===== config.mk =====
export PLATFORM = sky130hd
export DESIGN_NAME = avalon_ibex_bus_arbiter
export DESIGN_NICKNAME = d
export VERILOG_FILES = /design/src/rtl/avalon_arb_pkg.sv /design/src/rtl/avalon_arb_tag_fifo.sv /design/src/rtl/avalon_ibex_bus_arbiter.sv
export SDC_FILE = /design/constraint.sdc
export NUM_CORES = 1
export LEC_CHECK = 0
export BUFFER_PORTS_ARGS = -buffer_cell sky130_fd_sc_hd__buf_2
export CORE_AREA = 3 3 109 111
export DETAILED_ROUTE_END_ITERATION = 16
export DIE_AREA = 0 0 112 114
export PLACE_DENSITY = 0.5
export SYNTH_ARGS = -nofsm -noshare
export SYNTH_HDL_FRONTEND = slang
export SYNTH_HIERARCHICAL = 1
export SYNTH_SLANG_ARGS = --single-unit

===== constraint.sdc =====
create_clock -name clk_i -period 4.05 [get_ports clk_i]
set_clock_uncertainty 0.2 [all_clocks]
set_input_delay 0.2025 -clock clk_i [delete_from_list [all_inputs] [get_ports clk_i]]
set_output_delay 0.2025 -clock clk_i [all_outputs]
set_load 0.03 [all_outputs]

===== src/rtl/avalon_arb_pkg.sv =====
// Shared types and constants for the ibex instruction/data Avalon-MM arbiter.
package avalon_arb_pkg;

   typedef enum logic {
      OWNER_INSTR = 1'b0,
      OWNER_DATA  = 1'b1
   } owner_e;

   typedef enum logic {
      ARB_IDLE = 1'b0,
      ARB_HOLD = 1'b1
   } arb_state_e;

   localparam logic [1:0] RESP_OKAY = 2'b00;

endpackage


===== src/rtl/avalon_arb_tag_fifo.sv =====
// Owner-tag FIFO recording which master issued each outstanding pipelined read.
module avalon_arb_tag_fifo
   import avalon_arb_pkg::*;
#(
   parameter int MaxOutstanding = 4,
   parameter int CntW           = $clog2(MaxOutstanding) + 1
) (
   input  logic            clk_i,
   input  logic            rst_i,
   input  logic            push,
   input  owner_e          push_tag,
   input  logic            pop,
   output owner_e          pop_tag,
   output logic            full,
   output logic            empty,
   output logic [CntW-1:0] count
);

   localparam int              PtrW    = (MaxOutstanding > 1) ? $clog2(MaxOutstanding) : 1;
   localparam logic [PtrW-1:0] LastPtr = PtrW'(MaxOutstanding - 1);

   owner_e          mem [MaxOutstanding];
   logic [PtrW-1:0] wr_ptr;
   logic [PtrW-1:0] rd_ptr;

   function automatic logic [PtrW-1:0] next_ptr(input logic [PtrW-1:0] p);
      return (p == LastPtr) ? '0 : p + 1'b1;
   endfunction

   // NOTE: state registers use non-blocking assignments so every flop samples pre-edge values.
   always_ff @(posedge clk_i) begin
      if (rst_i) begin
         wr_ptr <= '0;
         rd_ptr <= '0;
         count  <= '0;
      end else begin
         if (push) wr_ptr <= next_ptr(wr_ptr);
         if (pop)  rd_ptr <= next_ptr(rd_ptr);
         case ({push, pop})
            2'b10:   count <= count + 1'b1;
            2'b01:   count <= count - 1'b1;
            default: count <= count;
         endcase
      end
   end

   // NOTE: tag storage has no reset; only entries covered by count are ever read.
   always_ff @(posedge clk_i) begin
      if (push) mem[wr_ptr] <= push_tag;
   end

   assign pop_tag = mem[rd_ptr];
   assign full    = (count == CntW'(MaxOutstanding));
   assign empty   = (count == '0);

endmodule


===== src/rtl/avalon_ibex_bus_arbiter.sv =====
// Muxes the ibex instruction and data Avalon masters onto one Avalon-MM port.
// Define IBEX_AVALON_ARB_RR_EN for round-robin tie breaking; default is data-over-instruction.
module avalon_ibex_bus_arbiter
   import avalon_arb_pkg::*;
#(
   parameter int MaxOutstanding = 4,
   parameter int AddrWidth      = 32
) (
   input  logic                 clk_i,
   input  logic                 rst_i,
   input  logic [AddrWidth-1:0] avs_instr_address,
   input  logic                 avs_instr_read,
   output logic [31:0]          avs_instr_readdata,
   output logic                 avs_instr_waitrequest,
   output logic                 avs_instr_readdatavalid,
   input  logic [AddrWidth-1:0] avs_data_address,
   input  logic [3:0]           avs_data_byteenable,
   input  logic                 avs_data_read,
   input  logic                 avs_data_write,
   input  logic [31:0]          avs_data_writedata,
   output logic [31:0]          avs_data_readdata,
   output logic                 avs_data_waitrequest,
   output logic                 avs_data_readdatavalid,
   output logic [1:0]           avs_data_response,
   output logic [AddrWidth-1:0] avm_address,
   output logic [3:0]           avm_byteenable,
   output logic                 avm_read,
   output logic                 avm_write,
   output logic [31:0]          avm_writedata,
   input  logic [31:0]          avm_readdata,
   input  logic                 avm_waitrequest,
   input  logic                 avm_readdatavalid,
   input  logic [1:0]           avm_response
);

   localparam int CntW = $clog2(MaxOutstanding) + 1;

   arb_state_e      state_q;
   owner_e          owner_q;
   logic            err_q;
`ifdef IBEX_AVALON_ARB_RR_EN
   owner_e          last_grant_q;
`endif

   logic            req_instr, req_data, elig_instr, elig_data;
   logic            active, accept, push, pop, full, empty;
   owner_e          winner, sel, head_tag;
   logic [CntW-1:0] tag_count;

   // NOTE: every always_comb output gets a default first so no path can infer a latch.
   always_comb begin
      req_instr  = avs_instr_read;
      req_data   = avs_data_read | avs_data_write;
      elig_instr = req_instr & ~full;
      elig_data  = req_data & (~avs_data_read | ~full);
      winner     = elig_data ? OWNER_DATA : OWNER_INSTR;
`ifdef IBEX_AVALON_ARB_RR_EN
      if (elig_instr && elig_data)
         winner = (last_grant_q == OWNER_DATA) ? OWNER_INSTR : OWNER_DATA;
`endif
      if (state_q == ARB_HOLD) begin
         sel    = owner_q;
         active = (owner_q == OWNER_DATA) ? req_data : req_instr;
      end else begin
         sel    = winner;
         active = elig_instr | elig_data;
      end
      active &= ~rst_i;
   end

   // A simultaneous data read and write issues the read.
   assign avm_read       = active & ((sel == OWNER_INSTR) | avs_data_read);
   assign avm_write      = active & (sel == OWNER_DATA) & ~avs_data_read;
   assign avm_address    = (sel == OWNER_DATA) ? avs_data_address : avs_instr_address;
   assign avm_byteenable = (sel == OWNER_DATA) ? avs_data_byteenable : 4'hF;
   assign avm_writedata  = avs_data_writedata;

   assign accept                = active & ~avm_waitrequest;
   assign avs_instr_waitrequest = ~(accept & (sel == OWNER_INSTR));
   assign avs_data_waitrequest  = ~(accept & (sel == OWNER_DATA));

   assign push = avm_read & ~avm_waitrequest;
   assign pop  = avm_readdatavalid & ~empty & ~rst_i;

   assign avs_instr_readdatavalid = pop & (head_tag == OWNER_INSTR);
   assign avs_data_readdatavalid  = pop & (head_tag == OWNER_DATA);
   assign avs_instr_readdata      = avm_readdata;
   assign avs_data_readdata       = avm_readdata;
   assign avs_data_response       = avs_data_readdatavalid ? avm_response : RESP_OKAY;

   always_ff @(posedge clk_i) begin
      if (rst_i) begin
         state_q      <= ARB_IDLE;
         owner_q      <= OWNER_DATA;
         err_q        <= 1'b0;
`ifdef IBEX_AVALON_ARB_RR_EN
         last_grant_q <= OWNER_INSTR;
`endif
      end else begin
         case (state_q)
            ARB_IDLE: if (active && avm_waitrequest) begin
               state_q <= ARB_HOLD;
               owner_q <= sel;
            end
            ARB_HOLD: if (!avm_waitrequest) state_q <= ARB_IDLE;
            default:  state_q <= ARB_IDLE;
         endcase
         if (avm_readdatavalid && empty) err_q <= 1'b1;
`ifdef IBEX_AVALON_ARB_RR_EN
         if (accept) last_grant_q <= sel;
`endif
      end
   end

   avalon_arb_tag_fifo #(
      .MaxOutstanding (MaxOutstanding)
   ) u_fifo (
      .clk_i    (clk_i),
      .rst_i    (rst_i),
      .push     (push),
      .push_tag (sel),
      .pop      (pop),
      .pop_tag  (head_tag),
      .full     (full),
      .empty    (empty),
      .count    (tag_count)
   );

   a_no_rd_wr:   assert property (@(posedge clk_i) disable iff (rst_i) !(avs_data_read && avs_data_write));
   a_count_max:  assert property (@(posedge clk_i) disable iff (rst_i) tag_count <= CntW'(MaxOutstanding));
   a_err_sticky: assert property (@(posedge clk_i) disable iff (rst_i) err_q |=> err_q);

endmodule

==> impl_metrics.tcl, run 1 <==
set metrics [dict create \
    outcome "completed" \
    hold_class "in -> reg" \
    arrival_ns 2.50 \
    holdBufCountCts 0 \
    cp_data_required_time_ns 3.65 \
    portBuffers 120 \
    clockBufferDepth 2 \
    crit_path_end_kind "output port" \
    rrSetupSlack_ns 1.24 \
    powerDensity_nw_per_um2 268.7 \
    finalInstanceArea_um2 2076 \
    p_sw_uw 215.4 \
    drtIter0Drc 31 \
    total_power_uw 557.7 \
    grt_pass1_wl_um 8079 \
    busiest_layer "met2" \
    core_area_um2 10890 \
    hpwlAfterDp_um 4998 \
    synth_top_area_share 0.3696 \
    grtUsageMet3 0.04509 \
    cts_resized 0 \
    power_frac_clock 0.213 \
    cts_buffers 3 \
    grt_use_total 0.08171 \
    yosysTopAreaCell "buf_4" \
    drcViolationCount 0 \
    hold_viol 0 \
    synth_area_leaders "buf_4, mux2_2, dfxtp_1, edfxtp_1, ha_1" \
    worst_path_max_delay_cell "a21boi_4" \
    drt-vias-per-instance 3.743 \
    synth_ff_type "dfxtp_1" \
    row_count 38 \
    synth_area_um2 1991 \
    grt_pass1_vias 1430 \
    drt_wl_total_um 5642 \
    dieArea_um2 12770 \
    timing.fmax_mhz 345.1 \
    fin_nets 398 \
    gp_congestion 0.7826 \
    postCtsSetupRepairBufs 0 \
    area_growth_syn_to_layout_pct 4.274 \
    diodes 0 \
    ios 281 \
    synthTopCellsByCount "buf_4, mux2_2, dfxtp_1" \
    async_reset_ff_frac 0 \
    antenna_found_initial 0 \
    drive_gt1_frac 0.6305 \
    crit_end "avm_address[7]" \
    switching_share 0.3863 \
    netlist_instances 223 \
    worstPathCellList "inv_1 -> and3_1 -> a21oi_1 -> a21boi_4 -> mux2_2 -> buf_2" \
    seqPwrFrac 0.300 \
    grt_max_degree 40 \
    worst_r2r_endpoint "u_fifo/count[2]" \
    ys_seq_area_frac 0.1710 \
    cts_tree "yes" \
    antenna_left 0 \
    synth_edf_count 4 \
    clockRootBuffer "clkbuf_8" \
    cap_violations 0 \
    wl_per_cell_um 14.50 \
    rsz0062_at_grt "no" \
    yosys.cell_count.top_type "buf_4" \
    period_share 0.7155 \
    critPathMaxStageDelay_ns 0.91 \
    grt_use_met1 0.08953 \
    r2r-start "u_fifo/count[0]" \
    path_max_fanout 39 \
    die_width_um 112 \
    worst_setup_path_start_kind "flip-flop" \
    post_synth.cell_area_avg_um2 8.927 \
    gr-total-overflow 0 \
    combPwrFrac 0.487 \
    worst-setup-path-type "reg -> out" \
    detail_route.first_pass.iterations 4 \
    ys_ff_latch 15 \
    power.leakage_nw 0.9740 \
    htree_levels 1 \
    finalMaxSlewViolations 0 \
    holdWs_ns 0.01194 \
    fin_tns_setup_ns 0 \
    start_util 0.1828 \
    dr_total_vias 1456 \
    setup_viol 0 \
    yosys_warnings 6 \
    r2r_cells 13 \
    die_h_um 114 \
    worstMarginPinSlew_ns 1.170 \
    placed_area_um2 2031 \
    syn_nets 371 \
    nFillCells 1211 \
    period_needed_ns 2.898 \
    critPathLaunch "u_fifo/count[0]" \
    vdd_ir_drop_max_mv 0.1133 \
    cts_sinks 15 \
    p_int_uw 342.3 \
    grt_util_met2 0.1331 \
    clkTransAtPathRegs_ns 0.06 \
    slew_headroom 0.2180 \
    clock_latency_ns 0.24 \
    yosysUniqueCellTypes 34 \
]
## through the flow
stage | utilization | std cells | worst slack (ns)
5_1_grt | 0.1906 | 389 | 0.8795
2_1_floorplan | - | 223 | 1.177
3_5_place_dp | 0.1865 | 385 | 1.258
6_report | 0.1906 | 389 | 1.152
4_1_cts | 0.1906 | 389 | 1.083
3_3_place_gp | 0.1865 | 385 | 1.347
## cell families after synthesis
group | after synthesis | synth area share
fa+ha+maj | 7 | 0.04777
flops | 15 | 0.1710
mux | 36 | 0.2131
simple gates | 39 | 0.1119
compound gates | 15 | 0.04965
xor+xnor | 2 | 0.008801
buf+inv | 109 | 0.3979
## how the worst min path moves through the flow
stage	startpoint	end	slack, ns	cells after the start
2_1_floorplan	rst_i	u_fifo/count[2]	0.07	1
3_3_place_gp	avs_data_writedata[21]	avm_writedata[21]	0.21	0
3_5_place_dp	avs_data_writedata[21]	avm_writedata[21]	0.21	0
4_1_cts	avm_waitrequest	state_q	0.008	2
5_1_grt	avm_waitrequest	state_q	0.03	2
6_report	avm_waitrequest	state_q	0.01	2
## cells in the final DEF, fill, tap and decap left out, types with 2 or more instances in the layout
cell type / synthesis / final
o21bai_1: 2 / 2
edfxtp_1: 4 / 4
nor2_1: 9 / 9
and3_1: 3 / 3
xor2_1: 2 / 2
mux2_2: 26 / 26
buf_2: 0 / 120
a21oi_1: 7 / 7
inv_1: 9 / 9
nor3b_1: 5 / 5
nor3_1: 2 / 2
dfxtp_1: 11 / 11
ha_1: 6 / 6
or2_1: 5 / 5
and2_1: 6 / 6
mux2_4: 3 / 3
buf_4: 98 / 2
clkbuf_8: 0 / 3
mux2i_1: 3 / 3
nand2b_1: 3 / 3
mux2_1: 3 / 3
## layout make-up
cell class              instances  area (µm²)  share of cell area
inverters                       9       33.78             0.01627
multi-input cells              99       865.8              0.4171
clock buffers                   4       45.04             0.02170
well taps                     140       175.2             0.08439
repair buffers                122       615.6              0.2966
flip-flops and latches         15       340.3              0.1640
## routing by layer
layer	wire (µm)	part of all wire
met1	2005	0.36
met2	2727	0.48
met3	712	0.13
met4	196	0.035
met5	0	0
## power groups by stage
stage          clock [mW]  sequential (mW)  combinational, mW
3_3_place_gp            0            0.170              0.273
6_report            0.119            0.167              0.272
3_5_place_dp            0            0.171              0.274
4_1_cts             0.124            0.167              0.276
5_1_grt             0.136            0.169              0.294
2_1_floorplan           0            0.169              0.364
## worst max-delay path: cells and delay by family, from the launching register on
kind / cells / cell delay (ns)
flops: 1 / 0.33
simple gates: 1 / 0.17
buf+inv: 2 / 0.28
mux: 1 / 0.44
compound gates: 2 / 1.02
No activity file was read; power rests on OpenSTA's default activity.
==> inputs of run 2 (changes only) <==
--- a/config.mk
+++ b/config.mk
@@ -5,11 +5,12 @@
 export SDC_FILE = /design/constraint.sdc
 export NUM_CORES = 1
 export LEC_CHECK = 0
+export ABC_AREA = 1
 export BUFFER_PORTS_ARGS = -buffer_cell sky130_fd_sc_hd__buf_2
-export CORE_AREA = 3 3 109 111
+export CORE_AREA = 3 3 108 110
 export DETAILED_ROUTE_END_ITERATION = 16
-export DIE_AREA = 0 0 112 114
-export PLACE_DENSITY = 0.5
+export DIE_AREA = 0 0 111 113
+export PLACE_DENSITY = 0.54
 export SYNTH_ARGS = -nofsm -noshare
 export SYNTH_HDL_FRONTEND = slang
 export SYNTH_HIERARCHICAL = 1
==> constraint.sdc (replaced) <==
create_clock -name clk_i -period 2.5 [get_ports clk_i]
set_clock_uncertainty 0.2 [all_clocks]
set_input_delay 0.125 -clock clk_i [delete_from_list [all_inputs] [get_ports clk_i]]
set_output_delay 0.125 -clock clk_i [all_outputs]
set_load 0.03 [all_outputs]
==> impl_metrics.tcl, run 2 <==
set metrics [dict create \
    worstPathCellList "inv_2 -> nor3_2 -> nand2_1 -> nand2_4 -> nand2_1 -> o21ai_2 -> nor2_2 -> nor3_2 -> inv_2 -> ha_4 -> inv_4 -> fa_2 -> a21oi_2" \
    worst_r2r_endpoint "u_fifo/count[1]" \
    hold_path_depth 0 \
    r2r_cells 13 \
    drcViolationCount 0 \
    worst_path_max_delay_cell "fa_2" \
    htree_levels 1 \
    post_synth.cell_area_avg_um2 6.364 \
    finalInstanceArea_um2 2287 \
    dr_total_vias 1865 \
    fin_ws_ns 0.1784 \
    timing.fmax_mhz 430.7 \
    hold-path-endpoint "avm_writedata[10]" \
    wl_per_cell_um 10.32 \
    clockRootBuffer "clkbuf_8" \
    path_max_fanout 4 \
    drive_gt1_frac 0.4435 \
    hold_viol 0 \
    ys_seq_area_frac 0.1650 \
    syn_nets 472 \
    dieArea_um2 12540 \
    yosysTopAreaCell "buf_4" \
    synth_edf_count 4 \
    antenna_found_initial 0 \
    ys_ff_latch 15 \
    final_common_cell "buf_2" \
    fin_nets 512 \
    netlist_instances 324 \
    synthTopCellsByCount "nand2_1, buf_4, inv_1" \
    hold_class "in -> out" \
    fin_tns_setup_ns 0 \
    core_area_um2 10790 \
    portBuffers 120 \
    die_h_um 113 \
    slew_headroom 0.7611 \
    hpwlAfterDp_um 4318 \
    outcome "completed" \
    synth_area_um2 2062 \
    row_count 38 \
    dp_slack_ns 0.02466 \
    drtIter0Drc 70 \
    synth_top_area_share 0.3495 \
    antenna_left 0 \
    area_growth_syn_to_layout_pct 10.92 \
    die_width_um 111 \
    arrival_ns 2.31 \
    rrSetupSlack_ns 0.18 \
    hp-start "avs_data_writedata[10]" \
    placed_area_um2 2108 \
    cts_tree "yes" \
    clock_latency_ns 0.25 \
    period_needed_ns 2.322 \
    clockBufferDepth 2 \
    cp_data_required_time_ns 2.49 \
    yosysUniqueCellTypes 22 \
    gp_congestion 0.7982 \
    grt_max_degree 39 \
    yosys_warnings 6 \
    diodes 0 \
    vdd_ir_drop_max_mv 0.1532 \
    setup_viol 0 \
    grt_pass1_wl_um 7845 \
    cap_violations 0 \
    grt_use_total 0.07402 \
    yosys.cell_count.top_type "nand2_1" \
    layout_common_cells "buf_2, nand2_1, inv_1" \
    finalMaxSlewViolations 0 \
    powerDensity_nw_per_um2 422.7 \
    power.leakage_nw 1.350 \
    grt_pass1_vias 1785 \
    ios 281 \
    r2r-start "u_fifo/count[2]" \
    detail_route.first_pass.iterations 4 \
    worst-setup-path-type "reg -> reg" \
    async_reset_ff_frac 0 \
    worst_setup_path_start_kind "flip-flop" \
    utilization 0.2119 \
    cts_sinks 15 \
    period_share 0.9286 \
    worstMarginPinSlew_ns 0.3583 \
    drt-vias-per-instance 3.708 \
    rsz0062_at_grt "no" \
    clkTransAtPathRegs_ns 0.06 \
    critPathMaxStageDelay_ns 0.41 \
    gr-total-overflow 0 \
    drt_wl_total_um 5190 \
    cts_buffers 3 \
    crit_path_end_kind "flip-flop" \
    synth_ff_type "dfxtp_1" \
    start_util 0.1911 \
    synth_area_leaders "buf_4, nand2_1, dfxtp_1, edfxtp_1, inv_1" \
]
[run 2: cell types whose count changed after synthesis, moves of 4 or more]
| cell | before | now |
|---|---|---|
| nor2_1 | 9 | 18 |
| nand2_1 | 1 | 111 |
| mux2_2 | 26 | 0 |
| and2_1 | 6 | 0 |
| nand2_2 | 0 | 6 |
| nor3b_1 | 5 | 0 |
| inv_1 | 9 | 28 |
| nand3_1 | 1 | 5 |
| o21ai_0 | 1 | 7 |
[run 2: logic make-up (layout without fill, tap and decap cells)]
group           Yosys count  count (layout)  share of synthesized area
compound gates           15              15                    0.04369
fa+ha+maj                 7               7                    0.04612
buf+inv                 133             172                     0.4363
flops                    15              15                     0.1651
simple gates            154             154                     0.3089
[run 2: where the power goes]
part           switching [mW]  total [mW]  internal, mW
logic                   0.308       0.485         0.177
clock network          0.0917       0.204         0.112
registers              0.0130       0.279         0.266
total                   0.412       0.967         0.554
[run 2: how the worst max path moves through the flow]
stage                    startpoint               to  slack [ns]  cells after the start
floorplan           u_fifo/count[2]  u_fifo/count[1]        0.02                     14
global placement    u_fifo/count[2]  u_fifo/count[2]        0.12                     17
detailed placement  u_fifo/count[2]  u_fifo/count[1]        0.02                     13
CTS                 u_fifo/count[2]  u_fifo/count[1]       0.002                     13
global route        u_fifo/count[2]  u_fifo/count[1]      0.0006                     13
finish              u_fifo/count[2]  u_fifo/count[1]        0.18                     13
[run 2: per-layer routing]
layer	GRT usage	vias up	wire, µm
li1	-	958	-
met1	0.08686	817	2109
met2	0.1230	66	2545
met3	0.02941	24	439
met4	0.02627	0	95
met5	0	-	0
[run 2: area by class of cell]
class                           instances  area (µm²)
Clock inverter                          1       7.507
Inverter                               30       115.1
Clock buffer                            3       41.29
Timing Repair Buffer                  138       753.2
Multi-Input combinational cell        176       853.3
Tap cell                              140       175.2
Fill cell                            1235        8506
Sequential cell                        15       341.6
[run 2: timing repair]
item	in CTS	in global routing
hold endpoints to repair	4	0
hold buffers	2	0
setup buffers	0	9
setup endpoints to repair	0	15
resized for setup	0	10
[run 2: per-stage QoR]
stage | cells | hold WS, ns | total power [mW]
2_1_floorplan | 324 | -0.002617 | 0.8667
3_3_place_gp | 488 | 0.05020 | 0.7344
3_5_place_dp | 488 | 0.05020 | 0.7407
4_1_cts | 494 | 0.05020 | 0.9527
5_1_grt | 503 | 0.05004 | 1.036
6_report | 503 | 0.05001 | 0.9669
[run 2: worst max-delay path, delay by kind of cell (launching register included)]
kind	cells	cell delay (ns)
AOI/OAI and AO/OA	2	0.22
and+or+nand+nor	6	0.73
buffers and inverters	3	0.18
DFF	1	0.34
adders and majority gates	2	0.58
